===== src/rtl/btn_evt_pkg.sv =====
// -----------------------------------------------------------------------------
// btn_evt_pkg
// Shared definitions for the front-panel button event encoder.
//   EVT_ON / EVT_OFF / EVT_ERR / EVT_OPEN : 2-bit button codes (also the bit
//                                           index of each button in the
//                                           NUM_BTN-wide vectors)
//   EVT_ENTRY_W                           : width of one queued event
//   NUM_BTN                               : number of front-panel buttons
//   evt_entry_t                           : queued event {long_press, code}
//   pick_t / pick_btn()                   : fixed-priority pending-flag picker
// -----------------------------------------------------------------------------
package btn_evt_pkg;

   localparam logic [1:0] EVT_ON   = 2'd0;
   localparam logic [1:0] EVT_OFF  = 2'd1;
   localparam logic [1:0] EVT_ERR  = 2'd2;
   localparam logic [1:0] EVT_OPEN = 2'd3;

   localparam int EVT_ENTRY_W = 3;
   localparam int NUM_BTN     = 4;

   typedef struct packed {
      logic       long_press;
      logic [1:0] code;
   } evt_entry_t;

   typedef struct packed {
      logic       hit;
      logic [1:0] idx;
   } pick_t;

   // Picks one requesting button. Order is ERR > OFF > ON > OPEN, which is
   // not the numeric order of the codes, hence the explicit chain.
   function automatic pick_t pick_btn(input logic [NUM_BTN-1:0] req);
      pick_t p;
      p.hit = 1'b1;
      p.idx = EVT_ON;
      if (req[EVT_ERR])       p.idx = EVT_ERR;
      else if (req[EVT_OFF])  p.idx = EVT_OFF;
      else if (req[EVT_ON])   p.idx = EVT_ON;
      else if (req[EVT_OPEN]) p.idx = EVT_OPEN;
      else                    p.hit = 1'b0;
      return p;
   endfunction

endpackage


===== src/rtl/evt_fifo.sv =====
// -----------------------------------------------------------------------------
// evt_fifo
// Synchronous first-word-fall-through FIFO. The head entry is visible on
// pop_data_o whenever empty_o is low; a pop simply advances past it.
//   W, DEPTH    : entry width, entry count (power of two, >= 2)
//   clk_i       : clock, rising edge
//   rst_i       : synchronous active-high reset (empties the queue)
//   push_i      : write push_data_i; ignored while full_o is high
//   push_data_i : entry to write
//   pop_i       : drop the head entry; ignored while empty_o is high
//   pop_data_o  : head entry (meaningful only while empty_o is low)
//   full_o      : occupancy == DEPTH
//   empty_o     : occupancy == 0
// A push while full is refused even if a pop happens in the same cycle.
// -----------------------------------------------------------------------------
module evt_fifo #(
   parameter int W     = 3,
   parameter int DEPTH = 4
) (
   input  logic         clk_i,
   input  logic         rst_i,
   input  logic         push_i,
   input  logic [W-1:0] push_data_i,
   input  logic         pop_i,
   output logic [W-1:0] pop_data_o,
   output logic         full_o,
   output logic         empty_o
);

   localparam int AW = (DEPTH > 1) ? $clog2(DEPTH) : 1;
   localparam int CW = AW + 1;
   localparam logic [CW-1:0] FULL_CNT = CW'(DEPTH);

   logic [W-1:0]  mem_q [DEPTH];
   logic [AW-1:0] wr_ptr_q, wr_ptr_d;
   logic [AW-1:0] rd_ptr_q, rd_ptr_d;
   logic [CW-1:0] cnt_q, cnt_d;
   logic          do_push, do_pop;

   assign full_o     = (cnt_q == FULL_CNT);
   assign empty_o    = (cnt_q == '0);
   assign do_push    = push_i & ~full_o;
   assign do_pop     = pop_i & ~empty_o;
   assign pop_data_o = mem_q[rd_ptr_q];

   // Pointers are AW bits wide and DEPTH is a power of two, so the
   // increment wraps modulo DEPTH on its own.
   always_comb begin
      wr_ptr_d = wr_ptr_q;
      rd_ptr_d = rd_ptr_q;
      if (do_push) wr_ptr_d = wr_ptr_q + AW'(1);
      if (do_pop)  rd_ptr_d = rd_ptr_q + AW'(1);
      cnt_d = cnt_q + CW'(do_push) - CW'(do_pop);
   end

   always_ff @(posedge clk_i) begin
      if (rst_i) begin
         wr_ptr_q <= '0;
         rd_ptr_q <= '0;
         cnt_q    <= '0;
      end else begin
         wr_ptr_q <= wr_ptr_d;
         rd_ptr_q <= rd_ptr_d;
         cnt_q    <= cnt_d;
      end
   end

   // Storage needs no reset: an entry is only ever read after being written.
   always_ff @(posedge clk_i) begin
      if (do_push) mem_q[wr_ptr_q] <= push_data_i;
   end

endmodule


===== src/rtl/button_event_encoder.sv =====
// -----------------------------------------------------------------------------
// button_event_encoder
// Turns the four debounced front-panel levels into queued press events.
// Rising edges set per-button short-pending flags; a fixed-priority arbiter
// moves at most one flag per cycle into an event FIFO read over valid/ready.
// Optional long-press detection is compiled in with `define BTN_LONG_PRESS_EN.
//
// Parameters
//   HOLD_CYCLES : high cycles (edge cycle included) for a long press, >= 2
//   FIFO_DEPTH  : event queue depth, power of two, >= 2
// Ports
//   clk_50MHz   : clock, rising edge
//   reset       : synchronous active-high reset
//   btn_on, btn_off, btn_err, btn_open : debounced levels, 1 = pressed
//   evt_valid   : queue head holds an event
//   evt_ready   : consumer accepts the head event
//   evt_code    : head button code (0 ON, 1 OFF, 2 ERR, 3 OPEN)
//   evt_long    : head event is a long press
//   overflow    : sticky, an event was dropped; cleared only by reset
//
// Event handshake: an event transfers on every rising edge where
// evt_valid & evt_ready; while evt_valid is high and evt_ready low the head
// (evt_code/evt_long) holds steady; evt_valid never depends on evt_ready.
// -----------------------------------------------------------------------------
module button_event_encoder
   import btn_evt_pkg::*;
#(
   parameter int HOLD_CYCLES = 50_000_000,
   parameter int FIFO_DEPTH  = 4
) (
   input  logic       clk_50MHz,
   input  logic       reset,
   input  logic       btn_on,
   input  logic       btn_off,
   input  logic       btn_err,
   input  logic       btn_open,
   output logic       evt_valid,
   input  logic       evt_ready,
   output logic [1:0] evt_code,
   output logic       evt_long,
   output logic       overflow
);

   if (HOLD_CYCLES < 2) begin : g_bad_hold
      $error("HOLD_CYCLES must be at least 2");
   end
   if ((FIFO_DEPTH < 2) || ((FIFO_DEPTH & (FIFO_DEPTH - 1)) != 0)) begin : g_bad_depth
      $error("FIFO_DEPTH must be a power of two and at least 2");
   end

   // Bit index of each button equals its event code.
   logic [NUM_BTN-1:0] btn;
   logic [NUM_BTN-1:0] prev_q;
   logic [NUM_BTN-1:0] rise;
   logic [NUM_BTN-1:0] spend_q, spend_d, spend_keep, spend_clr;
   logic [NUM_BTN-1:0] lpend_q;
   logic [NUM_BTN-1:0] push_sel;
   logic               short_drop, long_drop;
   logic               ovf_q, ovf_d;

   pick_t      spick, lpick;
   logic       push;
   evt_entry_t push_entry, head_entry;
   logic       fifo_full, fifo_empty;

   assign btn  = {btn_open, btn_err, btn_off, btn_on};
   assign rise = btn & ~prev_q;

   // ---------------------------------------------------------------------------
   // Arbiter: every short flag beats every long flag. Nothing moves while the
   // FIFO is full, so flags simply wait there.
   // ---------------------------------------------------------------------------
   always_comb begin
      spick      = pick_btn(spend_q);
      lpick      = pick_btn(lpend_q);
      push       = 1'b0;
      push_entry = '0;
      if (!fifo_full) begin
         if (spick.hit) begin
            push                  = 1'b1;
            push_entry.long_press = 1'b0;
            push_entry.code       = spick.idx;
         end else if (lpick.hit) begin
            push                  = 1'b1;
            push_entry.long_press = 1'b1;
            push_entry.code       = lpick.idx;
         end
      end
   end

   // ---------------------------------------------------------------------------
   // Short-pending flags. The flag being pushed this cycle is cleared before
   // the new edge is applied, so an edge arriving exactly as its previous
   // event leaves for the FIFO re-arms the flag instead of being dropped.
   // ---------------------------------------------------------------------------
   always_comb begin
      push_sel = '0;
      if (push) push_sel[push_entry.code] = 1'b1;
      spend_clr  = push_sel & {NUM_BTN{~push_entry.long_press}};
      spend_keep = spend_q & ~spend_clr;
      spend_d    = spend_keep | rise;
      short_drop = |(rise & spend_keep);
   end

   assign ovf_d = ovf_q | short_drop | long_drop;

   // prev resets high so a button held through reset is not reported.
   always_ff @(posedge clk_50MHz) begin
      if (reset) begin
         prev_q  <= '1;
         spend_q <= '0;
         ovf_q   <= 1'b0;
      end else begin
         prev_q  <= btn;
         spend_q <= spend_d;
         ovf_q   <= ovf_d;
      end
   end

`ifdef BTN_LONG_PRESS_EN
   // ---------------------------------------------------------------------------
   // Long-press detection. A rising edge arms the button and loads the counter
   // with 1 (the edge cycle is the first high cycle). Each further high cycle
   // while armed counts up; the high cycle seen with the counter at
   // HOLD_CYCLES-1 is the HOLD_CYCLES-th one, which raises lpend and disarms.
   // Disarming parks the counter at 0, so it never reaches past HOLD_CYCLES-1.
   // ---------------------------------------------------------------------------
   localparam int HOLD_W = $clog2(HOLD_CYCLES);
   localparam logic [HOLD_W-1:0] HOLD_LAST = HOLD_W'(HOLD_CYCLES - 1);

   logic [NUM_BTN-1:0][HOLD_W-1:0] hold_q, hold_d;
   logic [NUM_BTN-1:0]             armed_q, armed_d;
   logic [NUM_BTN-1:0]             lfire;
   logic [NUM_BTN-1:0]             lpend_d, lpend_keep, lpend_clr;

   always_comb begin
      for (int i = 0; i < NUM_BTN; i++) begin
         hold_d[i]  = '0;
         armed_d[i] = 1'b0;
         lfire[i]   = 1'b0;
         if (btn[i]) begin
            if (rise[i]) begin
               armed_d[i] = 1'b1;
               hold_d[i]  = HOLD_W'(1);
            end else if (armed_q[i]) begin
               if (hold_q[i] == HOLD_LAST) begin
                  lfire[i] = 1'b1;
               end else begin
                  armed_d[i] = 1'b1;
                  hold_d[i]  = hold_q[i] + HOLD_W'(1);
               end
            end
         end
      end
   end

   always_comb begin
      lpend_clr  = push_sel & {NUM_BTN{push_entry.long_press}};
      lpend_keep = lpend_q & ~lpend_clr;
      lpend_d    = lpend_keep | lfire;
      long_drop  = |(lfire & lpend_keep);
   end

   always_ff @(posedge clk_50MHz) begin
      if (reset) begin
         hold_q  <= '0;
         armed_q <= '0;
         lpend_q <= '0;
      end else begin
         hold_q  <= hold_d;
         armed_q <= armed_d;
         lpend_q <= lpend_d;
      end
   end
`else
   // Long presses are not built: no long flag can ever be raised.
   assign lpend_q   = '0;
   assign long_drop = 1'b0;
`endif

   // ---------------------------------------------------------------------------
   // Event queue
   // ---------------------------------------------------------------------------
   evt_fifo #(
      .W     (EVT_ENTRY_W),
      .DEPTH (FIFO_DEPTH)
   ) u_fifo (
      .clk_i       (clk_50MHz),
      .rst_i       (reset),
      .push_i      (push),
      .push_data_i (push_entry),
      .pop_i       (evt_ready),
      .pop_data_o  (head_entry),
      .full_o      (fifo_full),
      .empty_o     (fifo_empty)
   );

   // Head fields read as 0 while the queue is empty. Without long-press
   // support every pushed entry carries long_press = 0, so evt_long stays 0.
   assign evt_valid = ~fifo_empty;
   assign evt_code  = fifo_empty ? EVT_ON : head_entry.code;
   assign evt_long  = ~fifo_empty & head_entry.long_press;
   assign overflow  = ovf_q;

endmodule

===== config.mk =====
export PLATFORM = sky130hd
export DESIGN_NAME = button_event_encoder
export DESIGN_NICKNAME = d
export VERILOG_FILES = /design/src/rtl/btn_evt_pkg.sv /design/src/rtl/evt_fifo.sv /design/src/rtl/button_event_encoder.sv
export SDC_FILE = /design/constraint.sdc
export NUM_CORES = 1
export LEC_CHECK = 0
export CORE_UTILIZATION = 52
export DETAILED_ROUTE_END_ITERATION = 12
export GPL_TIMING_DRIVEN = 1
export MAX_ROUTING_LAYER = met4
export PLACE_DENSITY = 0.74
export SLEW_MARGIN = 25
export SYNTH_ARGS = -nofsm -noshare
export SYNTH_HDL_FRONTEND = slang
export SYNTH_SLANG_ARGS = --single-unit

===== constraint.sdc =====
create_clock -name clk_50MHz -period 3 [get_ports clk_50MHz]
set_input_delay 0.6 -clock clk_50MHz [delete_from_list [all_inputs] [get_ports clk_50MHz]]
set_output_delay 0.6 -clock clk_50MHz [all_outputs]
set_load 0.01 [all_outputs]

* Word-level counts from Yosys, hierarchy flattened
Memory sizes are Yosys's and may differ from the RTL's. A register that Yosys moved wholly into a read port is not among the register bits. Index checks and enable logic that the tools add are counted.
Storage, ports and cells: RAM bits 8, bits in registers 16, input bits 7, memories kept 1, logic and storage cells 51
Memories:
- u_fifo.mem_q | depth 4, width 2, read ports 1, clocked after Yosys merged registers in 1, wr ports 1, line evt_fifo.sv:34 | logic [W-1:0] mem_q [DEPTH];
Cells by class: add/subtract/negate cells 4, bitwise operators 14, reductions and logical operators 3, order comparisons 2, mux-type cells 20, eq/ne operators 1
Operators by type and width (count):
- two-way mux 2 bit | 9
- bitwise AND 4 bit | 4
- two-way mux 1 bit | 9
- NOT 4 bit | 2
- adder 2 x 1 -> 2 bit (second input constant) | 2
- two-way mux 4 bit | 1
- OR 4 bit | 1
- OR reduction 4 bit | 1
- adder 3 x 1 -> 3 bit | 1
- == test 3 bit (second input constant) | 1
- zero test 3 bit | 1
- < comparator 2 x 3 -> 1 bit (second input constant) | 1
- subtractor 3 x 1 -> 3 bit | 1
- bitwise AND 1 bit | 2
- demux 1 bit (select 2 bit) | 1
- greater-or-equal comparator 2 x 1 -> 1 bit (second input constant) | 1
- NOT 1 bit | 2
- bitwise AND 1 bit (second input constant) | 1
- logical AND 1 bit | 1
- NOT 1 bit (first input constant) | 1
- OR 1 bit | 1

* Longest topological paths before layout
Gate-level depths: netlist of run 1.
word-level depth 17, depth in mapped cells 10, mapped depth without buffers 9

* Hierarchy
A second synthesis of run 1 with hierarchy kept.
Second synthesis, totals: cells, all modules 113, area total of the unflattened synthesis 1296.2 um^2
By module, submodules not included:
- evt_fifo | area an instance 909.6 um^2, cells each 66, times used 1
- button_event_encoder | area an instance 386.6 um^2, cells each 47, times used 1

* Worst setup path after synthesis of run 1
No wires, ideal clock.
kind flip-flop to flip-flop, start reg u_fifo.cnt_q[1], end reg u_fifo.cnt_q[2], required time 2.872 ns, arrival 1.983 ns, cell stages (with the launch flop) 11, setup slack 0.889 ns, period minus slack after synthesis 2.111 ns, cell sequence dfxtp_1 buf_6 o31ai_1 inv_1 ha_1 inv_1 ha_1 fa_1 xnor2_1 xnor2_1 nor2_1
On the way: elaborated cells between the ends (all ways) 9, those cells by class add/sub (2); eq/ne (1); mux (1); bitwise (4); reduce/logical (1)
RTL lines:
- from (decl) | line evt_fifo.sv:37 | logic [CW-1:0] cnt_q, cnt_d;
- from (signal assigned) | line evt_fifo.sv:64 | cnt_q <= cnt_d;
- zero test 3 bit | line evt_fifo.sv:41 | assign empty_o = (cnt_q == '0);
- NOT 1 bit | line evt_fifo.sv:43 | assign do_pop = pop_i & ~empty_o;
- bitwise AND 1 bit | line evt_fifo.sv:43
- named net u_fifo.do_pop | line evt_fifo.sv:38 | logic do_push, do_pop;
- subtractor 3 x 1 -> 3 bit | line evt_fifo.sv:53 | cnt_d = cnt_q + CW'(do_push) - CW'(do_pop);
The timed path passes the listed nets, and every way through them passes these cells. A chain may end at the register's enable or synchronous reset.

==> flow_summary.json, run 1 <==
{
  "yosys_warnings": 0,
  "synth_area_leader_cell": "dfxtp_1",
  "dpl.hpwl_um": 1325,
  "status": "complete, no violations",
  "power_density_nw_per_um2": 709.1,
  "synth.avg_cell_area_um2": 10.79,
  "cp_max_fo": 2,
  "diodes": 0,
  "fillers": 184,
  "path_clk_slew_ns": 0.13,
  "cts_htree_levels": 1,
  "yosys-top-cells-count": "dfxtp_1, inv_1, a21oi_1, edfxtp_1, nor2_1",
  "peakVddDrop_v": 0.0004303,
  "nets": 135,
  "rsz0062_at_grt": "false",
  "crit_family": "multiplexers",
  "total_power_mw": 0.9361,
  "grt_pass1_vias": 738,
  "crit_path_end_kind": "primary output",
  "period_share": 0.8164,
  "period_needed_ns": 2.449,
  "route.detailed.drc": 0,
  "hold_class": "reg2reg",
  "fin_hold_ws_ns": 0.5121,
  "cts-root-buf": "clkbuf_4",
  "wl_per_cell_um": 11.94,
  "dieArea_um2": 2499,
  "multi_input_area_um2": 513.0,
  "initial_core_util": 0.5465,
  "syn_nets": 125,
  "arrival_ns": 1.85,
  "worst_pin_slew_ns": 0.5630,
  "antenna_left": 0,
  "post_cts_buffers": 0,
  "antenna_found_initial": 0,
  "crit_cells": 3,
  "dr_total_vias": 774,
  "skew_ns": 0.003878,
  "critPathRequiredTime_ns": 2.40,
  "ctsLongestPathBuffers": 2,
  "numCtsBuffers": 3,
  "cp_slowest_cell": "mux4_2",
  "final.setup.tns_ns": 0,
  "die_x_um": 49.99,
  "synth_cells": 111,
  "area_growth_pct": 10.24,
  "critPathBufInv": 1,
  "yosys.area.top_type_share": 0.3009,
  "async_flop_share": 0,
  "ys_types": 34,
  "crit_path_max_incr_delay_ns": 0.51,
  "whs_path_depth": 3,
  "final_util": 0.6025,
  "synth_ff_type": "dfxtp_1",
  "setup_viol": 0,
  "synth_area_leaders": "dfxtp_1, edfxtp_1, ha_1",
  "ctsResizeCount": 0,
  "clock.fmax_mhz": 408.3,
  "drv_slew": 0,
  "synth_edf_count": 8,
  "fp-row-count": 17,
  "grt.overflow.total": 0,
  "worstSetupPathType": "reg2out",
  "leakage_nw": 0.5087,
  "die_height_um": 49.99,
  "regArea_um2": 600.6,
  "max-slew-margin-rel": 0.6235,
  "io_pins": 12,
  "cts_hold_buffers": 0,
  "grt_usage": 0.1715,
  "ff2ff_path_depth": 9,
  "drive_gt1_frac": 0.1417,
  "routed_wl_um": 1767,
  "syn_area_um2": 1197,
  "synth_seq_cells": 26,
  "seq_area_frac_synth": 0.5016,
  "synth_most_common_cell": "dfxtp_1",
  "grt_pass1_wl_um": 3091,
  "finalHoldViolations": 0,
  "initialDrtViolationCount": 15,
  "start_kind": "flop",
  "core-area_um2": 2191,
  "cp_cell_sequence": "mux4_2 > nor2b_1 > clkdlybuf4s50_1",
  "io_buffers": 10,
  "grt_max_degree": 18,
  "clock-sinks": 26,
  "drt_first_pass_iters": 4,
  "drt-vias-per-instance": 5.230,
  "insertion_delay_ns": 0.31,
  "gp_congestion": 0.7437,
  "drv_cap": 0,
  "cts_tree": "done"
}
==> stage by stage <==
step,instance area [um2],setup slack (ns),instances
after detailed placement,1294,0.3972,144
after global routing,1320,0.4739,148
after floorplan,1197,0.8891,111
final,1320,0.5508,148
after CTS,1320,0.5311,148
after global placement,1294,0.4498,144
==> power breakdown <==
group / switching [mW] / leakage [nW] / total [mW] / internal [mW]
Combinational: 0.150 / 0.271 / 0.322 / 0.172
Clock: 0.0965 / 0.0154 / 0.145 / 0.0487
Sequential: 0.0531 / 0.222 / 0.469 / 0.416
Total: 0.300 / 0.509 / 0.936 / 0.636
==> layout by cell type (no fill, tap or decap) <==
cell type / netlist / routed
a211o_1: 2 / 2
a21o_2: 2 / 2
a21oi_1: 8 / 8
a41oi_1: 1 / 1
a41oi_2: 1 / 1
and3_2: 4 / 4
clkbuf_4: 0 / 3
clkdlybuf4s50_1: 0 / 10
clkinv_1: 0 / 1
conb_1: 1 / 1
dfxtp_1: 18 / 18
edfxtp_1: 8 / 8
fa_1: 1 / 1
ha_1: 6 / 6
inv_1: 12 / 12
mux4_2: 2 / 2
nand2_1: 3 / 3
nand2b_1: 2 / 2
nand3_1: 2 / 2
nor2_1: 8 / 8
nor2b_1: 4 / 4
nor3_1: 3 / 3
nor3b_2: 1 / 1
nor4_1: 1 / 1
o2111ai_1: 1 / 1
o21ai_0: 3 / 3
o311ai_0: 1 / 1
o31ai_1: 1 / 1
or2_2: 4 / 4
or3b_1: 1 / 1
or4_1: 1 / 1
xnor2_1: 2 / 2
xor2_1: 2 / 2
==> kinds of logic (layout without fill, tap and decap cells) <==
family | Yosys count | count (layout) | share of synthesized area
AND/OR/NAND/NOR | 34 | 34 | 0.1620
flip-flops | 26 | 26 | 0.5016
AO/OA/AOI/OAI | 20 | 20 | 0.1170
buffers and inverters | 17 | 26 | 0.07000
adder cells (fa/ha/maj) | 7 | 7 | 0.07941
XOR/XNOR | 4 | 4 | 0.02926
multiplexers | 2 | 2 | 0.03761
other | 1 | 1 | 0.003132
==> flip-flops by register name (all words and copies together) (netlist names), named ones only <==
name	cells
u_fifo.mem_q	8
prev_q	4
spend_q	4
u_fifo.cnt_q	3
u_fifo.rd_ptr_q	2
u_fifo.wr_ptr_q	2
overflow	1
==> tightest hold or removal path, cell delays in order (launching register included) <==
cell	delay, ns
dfxtp_1	0.33
inv_1	0.04
nand2_1	0.06
a21oi_1	0.05
==> metal layers <==
metal / track usage / vias up / routed length, um
li1: - / 398 / -
met1: 0.1886 / 360 / 775
met2: 0.3022 / 12 / 921
met3: 0.02778 / 4 / 48
met5: - / - / 0
met4: 0.07143 / 0 / 22
==> path summary, 6_finish.rpt <==
path              startpoint              end  slack, ns
max                     flop      evt_code[1]       0.55
min                prev_q[1]       spend_q[1]       0.51
max reg2reg  u_fifo.cnt_q[1]  u_fifo.cnt_q[2]       0.75
min reg2reg        prev_q[1]       spend_q[1]       0.51
==> final cells by class <==
class / instances / area share
sequential: 26 / 0.4550
multi-input combinational: 68 / 0.3886
timing repair buffer: 10 / 0.07583
inverter: 12 / 0.03412
tap: 28 / 0.02654
clock buffer: 3 / 0.01706
clock inverter: 1 / 0.002844
Note: power is estimated with default switching activity, not from simulation.
==> inputs of run 2 (changes only) <==
Clock period 3 ns to 2.3 ns, I/O delays scaled along.
==> run 2 against run 1 <==
First-iteration DRC count is the same; register-to-register slack lost 0.58 ns; sequential share of layout area down 1.1 points; clock skew decreased by 0.0015 ns; sequential power rose by 28%; utilization grew 1.7 points; critical endpoint is now evt_valid; highest routed layer unchanged; flip-flop and latch count unchanged; non-clock buffer count increased by 4; via count rose by 2.8%.
==> flow_summary.json, run 2 (same netlist as run 1, synthesis figures left out) <==
{
  "die_height_um": 49.99,
  "place_area_um2": 1324,
  "met3_length_um": 60,
  "hold_class": "reg2reg",
  "crit_family": "buffers and inverters",
  "arrival_ns": 1.69,
  "cts_htree_levels": 1,
  "wl_per_cell_um": 12.45,
  "cp_max_fo": 6,
  "fin_hold_ws_ns": 0.5145,
  "cp_cell_sequence": "buf_4 > nor3_1 > inv_1 > clkdlybuf4s50_1",
  "leakage_nw": 0.5579,
  "period_share": 0.9363,
  "insertion_delay_ns": 0.31,
  "skew_ns": 0.002361,
  "period_needed_ns": 2.154,
  "rsz0062_at_grt": "true",
  "peakVddDrop_v": 0.0005390,
  "grt_max_degree": 18,
  "drv_slew": 0,
  "io_pins": 12,
  "io_buffers": 10,
  "setup_viol": 0,
  "dieArea_um2": 2499,
  "start_kind": "flop",
  "route.detailed.drc": 0,
  "drive_gt1_frac": 0.1774,
  "critPathRequiredTime_ns": 1.84,
  "path_clk_slew_ns": 0.12,
  "crit_path_max_incr_delay_ns": 0.48,
  "diodes": 0,
  "clock.fmax_mhz": 464.4,
  "worst_pin_slew_ns": 0.5955,
  "drv_cap": 0,
  "status": "complete, no violations",
  "cts-root-buf": "clkbuf_4",
  "largest-register": "u_fifo.mem_q",
  "final_area_um2": 1356,
  "drt_first_pass_iters": 4,
  "grt_usage": 0.1857,
  "initialDrtViolationCount": 15,
  "antenna_found_initial": 0,
  "power_density_nw_per_um2": 928.6,
  "grt_pass1_wl_um": 3243,
  "finalHoldViolations": 0,
  "grt_pass1_vias": 720,
  "crit_path_end_kind": "primary output",
  "numCtsBuffers": 3,
  "stdcell_count": 152,
  "grt.overflow.total": 0,
  "cp_slowest_cell": "clkdlybuf4s50_1",
  "drt-met1-wl_um": 826,
  "clock-sinks": 26,
  "worstSetupPathType": "reg2out",
  "core-area_um2": 2191,
  "initial_core_util": 0.5465,
  "ctsLongestPathBuffers": 2,
  "post_cts_buffers": 0,
  "largest_reg_flops": 8,
  "final_cell_mix": "dfxtp_1, inv_1",
  "nets": 139,
  "top_regs": "u_fifo.mem_q: 8 flops, prev_q: 4 flops, spend_q: 4 flops",
  "final_common_cell": "dfxtp_1",
  "critPathBufInv": 3,
  "max-slew-margin-rel": 0.6018,
  "top_layer_used": "met4",
  "fp-row-count": 17,
  "dr_total_vias": 796,
  "dpl.hpwl_um": 1396,
  "drt-vias-per-instance": 5.237,
  "area_growth_pct": 13.27,
  "post-place-cells": 148,
  "routed_wl_um": 1892,
  "gp_congestion": 0.7507,
  "cts_tree": "done",
  "die_x_um": 49.99,
  "dr_wl_met2_um": 966,
  "final_util": 0.6191,
  "antenna_left": 0
}
run 2: cell type report:
class                           count  area (um2)
Sequential cell                    26       601.8
Fill cell                         187       834.6
Multi-Input combinational cell     68       513.0
Inverter                           12       45.04
Clock buffer                        4       26.28
Tap cell                           28       35.03
Timing Repair Buffer               14       135.1
run 2: final timing paths:
kind / slack [ns] / end / cells after the start / startpoint
setup reg to reg: 0.17 / u_fifo.cnt_q[2] / 9 / u_fifo.cnt_q[0]
setup / recovery: 0.15 / evt_valid / 4 / u_fifo.cnt_q[1]
hold reg to reg: 0.51 / spend_q[1] / 3 / prev_q[1]
hold / removal: 0.51 / spend_q[1] / 3 / prev_q[1]
run 2: tightest hold or removal path: cells and delay by family, from the launching register on:
family,cells,cell delay [ns]
buf+inv,1,0.04
compound gates,1,0.05
flops,1,0.33
simple gates,1,0.06
run 2: routing by layer:
| layer | vias to the layer above | track usage |
|---|---|---|
| met3 | 5 | 0.03704 |
| met2 | 20 | 0.3022 |
| met1 | 366 | 0.2126 |
| li1 | 405 | - |
| met4 | 0 | 0.1000 |
| met5 | - | - |
run 2: report_power, final:
part	switching, mW	internal [mW]
clock network	0.120	0.0677
logic	0.226	0.247
registers	0.0553	0.544
total	0.401	0.858
run 2: through the flow:
| step | TNS, ns | worst slack (ns) | power [mW] |
|---|---|---|---|
| after floorplan | 0 | 0.1891 | 0.9364 |
| after global placement | -0.08549 | -0.08549 | 1.059 |
| after detailed placement | -0.1288 | -0.1288 | 1.085 |
| after CTS | 0 | 0.001136 | 1.279 |
| after global routing | -0.004232 | -0.004232 | 1.368 |
| final | 0 | 0.1465 | 1.260 |
run 2: what timing repair did:
action                                  CTS  global route
hold buffers                              0             0
resized for setup                         1             2
endpoints found under the setup margin    2             3
hold endpoints to repair                  0             0
==> inputs of run 3 (changes only) <==
Settings changed: CAP_MARGIN set to 20.
==> results of run 3 <==
No change in the layout: final DEF, timing and power equal those of run 2.
